$ cat src/rtl/srio_pkg.sv
// Shared SRIO SWRITE definitions: header field positions, FTYPE code, status bits
// and the unpacker state encoding. The packer imports the same package.
package srio_pkg;

  localparam logic [3:0] FTYPE_SWRITE    = 4'b0110;
  localparam int         HDR_FTYPE_LSB   = 52;
  localparam int         HDR_PRIO_LSB    = 45;
  localparam int         HDR_CRF_BIT     = 44;
  localparam int         HDR_ADDR_LSB    = 0;
  localparam int         MAX_PAYLOAD_DEF = 32;

  localparam int ST_TYPE_ERR     = 0;
  localparam int ST_OVERSIZE_ERR = 1;
  localparam int ST_RUNT_ERR     = 2;
  localparam int ST_ADDR_ERR     = 3;

  typedef enum logic [1:0] {
    S_IDLE,
    S_HDR,
    S_PAYLOAD,
    S_DROP
  } unpack_state_t;

  function automatic logic [3:0] hdr_ftype(input logic [63:0] hdr);
    return hdr[HDR_FTYPE_LSB +: 4];
  endfunction

  function automatic logic [31:0] hdr_addr(input logic [63:0] hdr);
    return hdr[HDR_ADDR_LSB +: 32];
  endfunction

endpackage

$ cat src/rtl/srio_swrite_unpack_logic_if.sv
// Stream bundle of the SWRITE unpacker: SRIO-side input stream and payload output stream.
// master = stream source / payload sink (SRIO endpoint side), slave = the unpacker.
interface srio_swrite_unpack_logic_if;
  import srio_pkg::*;

  logic        S_AXIS_TVALID;
  logic        S_AXIS_TREADY;
  logic        S_AXIS_TLAST;
  logic [63:0] S_AXIS_TDATA;
  logic [31:0] S_AXIS_TUSER;
  logic        M_AXIS_TVALID;
  logic        M_AXIS_TREADY;
  logic        M_AXIS_TLAST;
  logic [63:0] M_AXIS_TDATA;

  modport master (
    output S_AXIS_TVALID, S_AXIS_TLAST, S_AXIS_TDATA, S_AXIS_TUSER, M_AXIS_TREADY,
    input  S_AXIS_TREADY, M_AXIS_TVALID, M_AXIS_TLAST, M_AXIS_TDATA
  );

  modport slave (
    input  S_AXIS_TVALID, S_AXIS_TLAST, S_AXIS_TDATA, S_AXIS_TUSER, M_AXIS_TREADY,
    output S_AXIS_TREADY, M_AXIS_TVALID, M_AXIS_TLAST, M_AXIS_TDATA
  );

endinterface

$ cat src/rtl/axis_out_reg.sv
// One-deep ready/valid output register; accepts a new word whenever empty or draining.
module axis_out_reg
  import srio_pkg::*;
#(
  parameter int DATA_W = 64
) (
  input  logic              clk,
  input  logic              rst,
  input  logic              clr,
  input  logic              load,
  input  logic [DATA_W-1:0] load_data,
  input  logic              load_last,
  input  logic              drain,
  output logic              accept,
  output logic              vld_p1,
  output logic [DATA_W-1:0] data_p1,
  output logic              last_p1
);

  assign accept = !vld_p1 || drain;

  // stage p1: output word held until the downstream handshake
  always_ff @(posedge clk) begin
    if (rst) begin
      vld_p1  <= 1'b0;
      data_p1 <= '0;
      last_p1 <= 1'b0;
    end else if (clr) begin
      vld_p1  <= 1'b0;
    end else if (load) begin
      vld_p1  <= 1'b1;
      data_p1 <= load_data;
      last_p1 <= load_last;
    end else if (drain) begin
      vld_p1  <= 1'b0;
    end
  end

endmodule

$ cat src/rtl/srio_swrite_unpack_logic.sv
// SRIO SWRITE receive unpacker: checks/strips the header and forwards the payload.
// Optional expected-address check enabled by defining SRIO_SWRITE_UNPACK_ADDR_CHECK_EN.
module srio_swrite_unpack_logic
  import srio_pkg::*;
#(
  parameter int MAX_PAYLOAD = MAX_PAYLOAD_DEF
) (
  input  logic                        AXIS_ACLK,
  input  logic                        AXIS_ARESET,
  srio_swrite_unpack_logic_if.slave   axis,
  input  logic [31:0]                 cmd,
  output logic [31:0]                 last_addr,
  output logic [31:0]                 last_srcdest,
  output logic [15:0]                 pkt_cnt,
  output logic [3:0]                  status
);

  localparam logic [5:0] CNT_MAX = 6'(MAX_PAYLOAD - 1);

  unpack_state_t state, state_nxt;
  logic [5:0]    count;
  logic [2:0]    err_sticky;
  logic          enable, flush, at_max, out_accept;
  logic          s_ready, load, load_last;
  logic          hdr_good, hdr_bad, hdr_runt, pkt_done, oversize;
  logic          unused_cmd;

  assign enable     = cmd[0];
  assign flush      = cmd[1];
  assign unused_cmd = &{1'b0, cmd[31:2]};
  assign at_max     = (count == CNT_MAX);

  always_ff @(posedge AXIS_ACLK) begin
    if (AXIS_ARESET) state <= S_IDLE;
    else             state <= state_nxt;
  end

  always_comb begin
    state_nxt = state;
    s_ready   = 1'b0;
    load      = 1'b0;
    load_last = 1'b0;
    hdr_good  = 1'b0;
    hdr_bad   = 1'b0;
    hdr_runt  = 1'b0;
    pkt_done  = 1'b0;
    oversize  = 1'b0;
    case (state)
      S_IDLE: begin
        if (enable) state_nxt = S_HDR;
      end
      S_HDR: begin
        // disable takes effect only between packets
        if (!enable) begin
          state_nxt = S_IDLE;
        end else begin
          s_ready = 1'b1;
          if (axis.S_AXIS_TVALID) begin
            if (hdr_ftype(axis.S_AXIS_TDATA) != FTYPE_SWRITE) begin
              hdr_bad = 1'b1;
              if (!axis.S_AXIS_TLAST) state_nxt = S_DROP;
            end else if (axis.S_AXIS_TLAST) begin
              hdr_runt = 1'b1;
            end else begin
              hdr_good  = 1'b1;
              state_nxt = S_PAYLOAD;
            end
          end
        end
      end
      S_PAYLOAD: begin
        s_ready = out_accept;
        if (axis.S_AXIS_TVALID && out_accept) begin
          load      = 1'b1;
          load_last = axis.S_AXIS_TLAST || at_max;
          if (axis.S_AXIS_TLAST) begin
            pkt_done  = 1'b1;
            state_nxt = S_HDR;
          end else if (at_max) begin
            oversize  = 1'b1;
            state_nxt = S_DROP;
          end
        end
      end
      S_DROP: begin
        s_ready = 1'b1;
        if (axis.S_AXIS_TVALID && axis.S_AXIS_TLAST) state_nxt = S_HDR;
      end
      default: state_nxt = S_IDLE;
    endcase
    // flush overrides everything; a beat in the same cycle is discarded
    if (flush) begin
      state_nxt = S_IDLE;
      load      = 1'b0;
    end
  end

  assign axis.S_AXIS_TREADY = s_ready;

  axis_out_reg #(.DATA_W(64)) u_out (
    .clk       (AXIS_ACLK),
    .rst       (AXIS_ARESET),
    .clr       (flush),
    .load      (load),
    .load_data (axis.S_AXIS_TDATA),
    .load_last (load_last),
    .drain     (axis.M_AXIS_TREADY),
    .accept    (out_accept),
    .vld_p1    (axis.M_AXIS_TVALID),
    .data_p1   (axis.M_AXIS_TDATA),
    .last_p1   (axis.M_AXIS_TLAST)
  );

  always_ff @(posedge AXIS_ACLK) begin
    if (AXIS_ARESET) begin
      count        <= '0;
      pkt_cnt      <= '0;
      err_sticky   <= '0;
      last_addr    <= '0;
      last_srcdest <= '0;
    end else if (flush) begin
      count      <= '0;
      pkt_cnt    <= '0;
      err_sticky <= '0;
    end else begin
      if (hdr_good) begin
        last_addr    <= hdr_addr(axis.S_AXIS_TDATA);
        last_srcdest <= axis.S_AXIS_TUSER;
        count        <= '0;
      end
      if (load && !pkt_done && !oversize) count <= count + 6'd1;
      if (pkt_done) pkt_cnt <= pkt_cnt + 16'd1;
      if (hdr_bad)  err_sticky[ST_TYPE_ERR]     <= 1'b1;
      if (oversize) err_sticky[ST_OVERSIZE_ERR] <= 1'b1;
      if (hdr_runt) err_sticky[ST_RUNT_ERR]     <= 1'b1;
    end
  end

`ifdef SRIO_SWRITE_UNPACK_ADDR_CHECK_EN
  logic [31:0] exp_addr;
  logic        exp_vld;
  logic        addr_err;

  // expected address resyncs on every good header, advances 8 bytes per payload word
  always_ff @(posedge AXIS_ACLK) begin
    if (AXIS_ARESET) begin
      exp_addr <= '0;
      exp_vld  <= 1'b0;
      addr_err <= 1'b0;
    end else if (flush) begin
      exp_vld  <= 1'b0;
      addr_err <= 1'b0;
    end else if (hdr_good) begin
      if (exp_vld && (hdr_addr(axis.S_AXIS_TDATA) != exp_addr)) addr_err <= 1'b1;
      exp_addr <= hdr_addr(axis.S_AXIS_TDATA);
      exp_vld  <= 1'b1;
    end else if (pkt_done) begin
      exp_addr <= exp_addr + {23'd0, count + 6'd1, 3'b000};
    end
  end

  assign status = {addr_err, err_sticky};
`else
  assign status = {1'b0, err_sticky};
`endif

endmodule

$ cat src/flat_wrapper.sv
// flat-port wrapper written by rule: the top's interface ports become plain ports
module srio_swrite_unpack_logic_flat import srio_pkg::*;
#(
  parameter int MAX_PAYLOAD = MAX_PAYLOAD_DEF
)
  (AXIS_ACLK, AXIS_ARESET, cmd, last_addr, last_srcdest, pkt_cnt, status, axis_S_AXIS_TVALID, axis_S_AXIS_TLAST, axis_S_AXIS_TDATA, axis_S_AXIS_TUSER, axis_M_AXIS_TREADY, axis_S_AXIS_TREADY, axis_M_AXIS_TVALID, axis_M_AXIS_TLAST, axis_M_AXIS_TDATA);
  srio_swrite_unpack_logic_if axis_i ();
  input  logic AXIS_ACLK;
  input  logic AXIS_ARESET;
  input  logic [31:0] cmd;
  output logic [31:0] last_addr;
  output logic [31:0] last_srcdest;
  output logic [15:0] pkt_cnt;
  output logic [3:0] status;
  input wire logic [$bits(axis_i.S_AXIS_TVALID)-1:0] axis_S_AXIS_TVALID;
  input wire logic [$bits(axis_i.S_AXIS_TLAST)-1:0] axis_S_AXIS_TLAST;
  input wire logic [$bits(axis_i.S_AXIS_TDATA)-1:0] axis_S_AXIS_TDATA;
  input wire logic [$bits(axis_i.S_AXIS_TUSER)-1:0] axis_S_AXIS_TUSER;
  input wire logic [$bits(axis_i.M_AXIS_TREADY)-1:0] axis_M_AXIS_TREADY;
  output wire logic [$bits(axis_i.S_AXIS_TREADY)-1:0] axis_S_AXIS_TREADY;
  output wire logic [$bits(axis_i.M_AXIS_TVALID)-1:0] axis_M_AXIS_TVALID;
  output wire logic [$bits(axis_i.M_AXIS_TLAST)-1:0] axis_M_AXIS_TLAST;
  output wire logic [$bits(axis_i.M_AXIS_TDATA)-1:0] axis_M_AXIS_TDATA;
  assign axis_i.S_AXIS_TVALID = axis_S_AXIS_TVALID;
  assign axis_i.S_AXIS_TLAST = axis_S_AXIS_TLAST;
  assign axis_i.S_AXIS_TDATA = axis_S_AXIS_TDATA;
  assign axis_i.S_AXIS_TUSER = axis_S_AXIS_TUSER;
  assign axis_i.M_AXIS_TREADY = axis_M_AXIS_TREADY;
  assign axis_S_AXIS_TREADY = axis_i.S_AXIS_TREADY;
  assign axis_M_AXIS_TVALID = axis_i.M_AXIS_TVALID;
  assign axis_M_AXIS_TLAST = axis_i.M_AXIS_TLAST;
  assign axis_M_AXIS_TDATA = axis_i.M_AXIS_TDATA;
  srio_swrite_unpack_logic #(.MAX_PAYLOAD(MAX_PAYLOAD)) u_core (.AXIS_ACLK(AXIS_ACLK), .AXIS_ARESET(AXIS_ARESET), .axis(axis_i), .cmd(cmd), .last_addr(last_addr), .last_srcdest(last_srcdest), .pkt_cnt(pkt_cnt), .status(status));
endmodule
$ cat config.mk
export PLATFORM = sky130hd
export DESIGN_NAME = srio_swrite_unpack_logic_flat
export DESIGN_NICKNAME = d
export VERILOG_FILES = /design/src/rtl/srio_pkg.sv /design/src/rtl/srio_swrite_unpack_logic_if.sv /design/src/rtl/axis_out_reg.sv /design/src/rtl/srio_swrite_unpack_logic.sv /design/src/flat_wrapper.sv
export SDC_FILE = /design/constraint.sdc
export NUM_CORES = 1
export LEC_CHECK = 0
export ABC_AREA = 1
export BUFFER_PORTS_ARGS = -buffer_cell sky130_fd_sc_hd__buf_2
export CAP_MARGIN = 20
export CORE_MARGIN = 5
export CORE_UTILIZATION = 35
export CTS_CLUSTER_DIAMETER = 150
export DETAILED_ROUTE_END_ITERATION = 8
export PLACE_DENSITY = 0.65
export SYNTH_ARGS = -nofsm -noshare
export SYNTH_HDL_FRONTEND = slang
export SYNTH_SLANG_ARGS = --single-unit
$ cat constraint.sdc
create_clock -name AXIS_ACLK -period 1.56 [get_ports AXIS_ACLK]
set_input_delay 0.078 -clock AXIS_ACLK [delete_from_list [all_inputs] [get_ports AXIS_ACLK]]
set_output_delay 0.078 -clock AXIS_ACLK [all_outputs]
set_load 0.01 [all_outputs]
Yosys cells after proc, flatten, opt, wreduce, memory -nomap -nowiden
Index checks and enable logic that the tools add are counted.
Operators by class
  muxes and demuxes: 42
  equality and inequality tests: 11
  bitwise logic cells: 1
  reduce and logical (&&, ||, !) cells: 16
  $add $sub $neg: 2
Operators with widths (number)
  $mux W1: 28
  $mux W2: 10
  $add A16 B1 Y16 const B: 1
  $mux W6: 2
  $pmux W2 S4: 1
  $add A6 B1 Y6 const B: 1
  $eq A6 B5 Y1 const B: 1
  $ne A3 B3 Y1 const B: 2
  $reduce_and A6 Y1: 1
  $eq A2 B2 Y1 const B: 2
  $logic_and A1 B1 Y1: 4
  $ne A2 B1 Y1 const B: 2
  $ne A4 B3 Y1 const B: 1
  $reduce_and A2 Y1: 2
  $reduce_bool A2 Y1: 2
  $logic_not A1 Y1: 3
  $ne A3 B2 Y1 const B: 1
  $pmux W1 S3: 1
  $eq A2 B1 Y1 const B: 1
  $logic_not A2 Y1: 1
  $logic_or A1 B1 Y1: 2
  $ne A2 B2 Y1 const B: 1
  $reduce_or A2 Y1: 1
  $not A1 Y1: 1
Storage, ports and cells
  output and inout bits: 151
  logic and storage cells: 83
  register bits: 157
  bits of input ports: 133

Longest topological paths before layout
  word-level depth: 9
  gate-level depth with buffers: 11

Modules after synthesis
From an unflattened synthesis, not the netlist that was laid out.
Second synthesis, totals
  cell total of the unflattened synthesis: 935
  area, all modules: 6696.4 um^2
Modules (own cells, without submodules)
  srio_swrite_unpack_logic: sequential area each 1821.7 um^2, area an instance 3891.2 um^2, times used 1, cells each 508
  axis_out_reg: sequential area each 1321.3 um^2, area an instance 2805.2 um^2, times used 1, cells each 427

Worst setup path before layout
Ideal clock, no wire load.
  path type: register -> register
  start: register u_core.state[0]
  end: register u_core.count[1]
  arrival time: 1.333 ns
  stages on the path, launching flop included: 9
  setup time: 0.132 ns
  path slack: 0.094 ns
  period minus slack after synthesis: 1.466 ns
  data required time: 1.428 ns
  path through: dfxtp_1 -> inv_1 -> ha_1 -> nand2_1 -> nor2_2 -> buf_4 -> nand3_1 -> nand3_1 -> a21oi_1
Between the ends
  cells in the longest elaborated chain, start to end: 6
  elaborated cells between the ends (all ways): 13
  those cells by class: eq/ne: 2; mux: 6; reduce/logical: 5
RTL lines
  start: declaration: line srio_swrite_unpack_logic.sv:20  | unpack_state_t state, state_nxt;
  start signal: assignment: line srio_swrite_unpack_logic.sv:35  | else state <= state_nxt;
  $eq A2 B2 Y1: line srio_swrite_unpack_logic.sv:48  | case (state)
  $mux W1: line srio_swrite_unpack_logic.sv:48
  $mux W1 / $logic_not A1 Y1 (equally long branches): line srio_swrite_unpack_logic.sv:92, srio_swrite_unpack_logic.sv:131
  $logic_and A1 B1 Y1 (2 in a row): line srio_swrite_unpack_logic.sv:131  | if (load && !pkt_done && !oversize) count <= count + 6'd1;
  $mux W6 / $reduce_bool A2 Y1 (equally long branches)
  end signal: assignment: line srio_swrite_unpack_logic.sv:131
  end: declaration: line srio_swrite_unpack_logic.sv:21  | logic [5:0] count;
Several ways; a longest one is shown, not always the timed one.
A chain may end at the register's enable or synchronous reset.

Final worst setup path
  start: register u_core.state[1]
  end: output axis_S_AXIS_TREADY
Between the ends
  cells in the longest elaborated chain, start to end: 2
  elaborated cells between the ends (all ways): 4
  those cells by class: eq/ne: 3; mux: 1
RTL lines
  $eq A2 B2 Y1 / $eq A2 B1 Y1 (equally long branches): line srio_swrite_unpack_logic.sv:48
  $pmux W1 S3 (*): line srio_swrite_unpack_logic.sv:48
  end: declaration: line flat_wrapper.sv:20  | output wire logic [$bits(axis_i.S_AXIS_TREADY)-1:0] axis_S_AXIS_TREADY;
Mark *: on every way between the ends. The rest lies on a longest branch, timed or not.

==> run_results.csv <==
group,metric,value,unit
floorplanning,core,17200,µm²
sta,timing.fmax,634,MHz
floorplanning,initial_core_util,35.5,%
job,cap_violations,0,
global_routing,top_usage_layer,"met2",
global_routing,met2_usage,31.6,%
finish,seqCellArea,3150,µm²
pwr,p_int,0.00692,W
pwr,power.share.clock,47.2,%
detailed_routing,dr.pass1.iters,4,
placement,gp_congestion,0.834,
floorplanning,die_h,142,µm
detailed_routing,routed_via_density,4.58,
finish,final_util,55.7,%
yosys,ys_types,30,
yosys,synth_area_per_cell,7.78,µm²
global_routing,grt_remaining_overflow,0,
finish,nNetsFinal,1288,
cts,cts_root_buf,"clkbuf_16",
detailed_routing,drtIter0Drc,376,
setup_path,cp_data_required_time,1.48,ns
cts,clockBufferDepth,2,
global_routing,antenna_found_initial,0,
finish,area_growth,56.7,%
finish,drive_gt1_share,31.8,%
global_routing,grt_pass1_vias,6209,
pwr,switching_share,23.8,%
sta,rsz0062_at_grt,"yes",
detailed_routing,vias,6353,
global_routing,grtUsageMet3,4.10,%
detailed_routing,wire_per_inst,14.1,µm
cts,clkTransAtPathRegs,0.07,ns
placement,dp_slack,-0.0631,ns
detailed_routing,drtAntennaViolNets,0,
sta,setup_viol,2,
floorplanning,rows,48,
sta,slew_headroom,60.5,%
global_routing,grtUsageMet1,23.0,%
pwr,total_power,0.00908,W
yosys,synthCells,784,
setup_path,arrival,1.50,ns
sta,fin_hold_ws,0.0430,ns
placement,hpwl,12700,µm
pwr,p_sw,0.00216,W
sta,post-route-period-util,101,%
global_routing,track_usage,18.6,%
outcome,status,"finished with violations",
placement,portBuffers,252,
finish,fill_cells,1520,
yosys,syn_nets,924,
sta,skew,0.00697,ns
sta,min_period,1.58,ns
cts,htree_levels,4,
floorplanning,die-area,20200,µm²
floorplanning,ios,284,
sta,worst_slew_pin_slew,0.592,ns
sta,hold_violations,0,
finish,multi_input_area,2430,µm²
sta,drv_slew,0,
sta,final.setup.worst_slack,-0.0184,ns
detailed_routing,wl,19600,µm
yosys,synth-seq-cells,157,
cts,cts_made_buffers,17,
setup_path,cp-start-kind,"register",
cts,clock-sinks,157,
pwr,vdd_drop_max,0.000687,V
pwr,p_seq_share,44.8,%
min_path,hold_class,"primary input to register",
placement,dpl.cell_count,1248,
outcome,violations,"negative setup slack",
setup_path,cp-end-kind,"output port",
global_routing,grt_max_degree,51,
detailed_routing,drcViolationCount,0,
pwr,p_leak,4.50,nW
pwr,p_comb_share,8.1,%
yosys,synth_warnings,0,
finish,layoutNonFillerInstCount,1387,
cts,cts_tree,"built",
floorplanning,dieWidth,142,µm
cts,clock_latency,0.41,ns
pwr,p_per_area,950,nW/µm²
setup_path,path_max_fanout,3,
global_routing,grt_pass1_wl,30800,µm
yosys,syn_area,6100,µm²
setup_path,worstSetupPathType,"register to output port",
yosys,ys_seq_area_share,51.5,%
what timing repair did:
item | in CTS | in global routing
endpoints found under the setup margin | 40 | 76
cloned | 2 | 0
hold endpoints to repair | 125 | 0
pin swaps | 3 | 10
buffers inserted | 4 | 3
resized for setup | 23 | 56
hold buffers | 97 | 0
layout make-up:
class	instances	area share, %
repair buffers	390	28.4
diodes	1	0.0262
well taps	225	2.94
multi-input cells	486	25.4
inverters	96	3.82
flip-flops and latches	157	32.9
clock inverters	14	1.84
clock buffers	18	4.59
flip-flops by register name (all words and copies together), names as in the netlist:
| name | cells |
|---|---|
| u_core.last_srcdest | 32 |
| u_core.state | 2 |
| u_core.err_sticky | 3 |
| u_core.u_out.vld_p1 | 1 |
| u_core.u_out.data_p1 | 64 |
| u_core.last_addr | 32 |
| u_core.count | 6 |
| u_core.pkt_cnt | 16 |
| u_core.u_out.last_p1 | 1 |
final timing paths:
check | cells past startpoint | startpoint | slack [ns] | end
setup / recovery | 6 | u_core.state[1] | -0.02 | axis_S_AXIS_TREADY
hold / removal | 4 | cmd[1] | 0.04 | u_core.count[2]
setup reg to reg | 8 | u_core.state[1] | -0.01 | u_core.state[0]
hold reg to reg | 2 | u_core.last_addr[26] | 0.44 | u_core.last_addr[26]
cell usage after synthesis, drive strengths merged:
cell | instances | area (µm²)
ha | 7 | 87.6
xor2 | 2 | 17.5
conb | 1 | 3.75
o21ai | 139 | 696
nor2 | 162 | 628
nor3 | 7 | 45.0
buf | 27 | 221
clkbuf | 18 | 67.6
o21a | 1 | 7.51
nand2 | 52 | 205
nand3 | 20 | 118
o21bai | 2 | 15.0
nand4 | 7 | 43.8
a31o | 1 | 8.76
a21oi | 81 | 405
dfxtp | 157 | 3140
xnor2 | 2 | 17.5
or2 | 1 | 6.26
inv | 96 | 360
a31oi | 1 | 6.26
per-layer routing:
layer  share of wire, %  vias up
li1                   -     3245
met1                 42     2843
met2                 47      234
met3                7.9       31
met4                2.5        0
met5                  0        -
power by group through the flow:
| stage | Sequential, W | Combinational (W) | Clock [W] |
|---|---|---|---|
| 2_1_floorplan | 0.00417 | 0.000188 | 0 |
| 3_3_place_gp | 0.00415 | 0.000475 | 0 |
| 3_5_place_dp | 0.00415 | 0.000475 | 0 |
| 4_1_cts | 0.00406 | 0.000694 | 0.00440 |
| 5_1_grt | 0.00407 | 0.000800 | 0.00455 |
| 6_report | 0.00407 | 0.000733 | 0.00428 |
cell usage in the layout, fill, tap and decap left out, drive strengths merged, types with 18 or more instances in the layout:
cell type	netlist	final
a21oi	81	81
buf	27	293
clkbuf	18	18
dfxtp	157	157
dlygate4sd3	0	97
inv	96	104
nand2	52	52
nand3	20	20
nor2	162	162
o21ai	139	139
stage by stage:
stage               setup TNS [ns]  area (µm²)
detailed placement          -0.498        7710
finish                     -0.0285        9560
floorplan                        0        6100
global placement                 0        7710
global route                -0.227        9560
CTS                        -0.0348        9460
critical path: stages, from the launching register on:
cell	delay (ns)
dfxtp_2	0.35
inv_2	0.05
buf_4	0.12
buf_4	0.13
ha_2	0.16
a21oi_2	0.12
buf_2	0.15
cells by family after synthesis:
kind of cell,Yosys count,share of synthesized area [%]
simple gates,249,17.1
compound gates,225,18.7
xor+xnor,4,0.574
fa+ha+maj,7,1.43
buf+inv,141,10.6
flops,157,51.5
other cells,1,0.0614
Note: power is estimated with default switching activity, not from simulation.
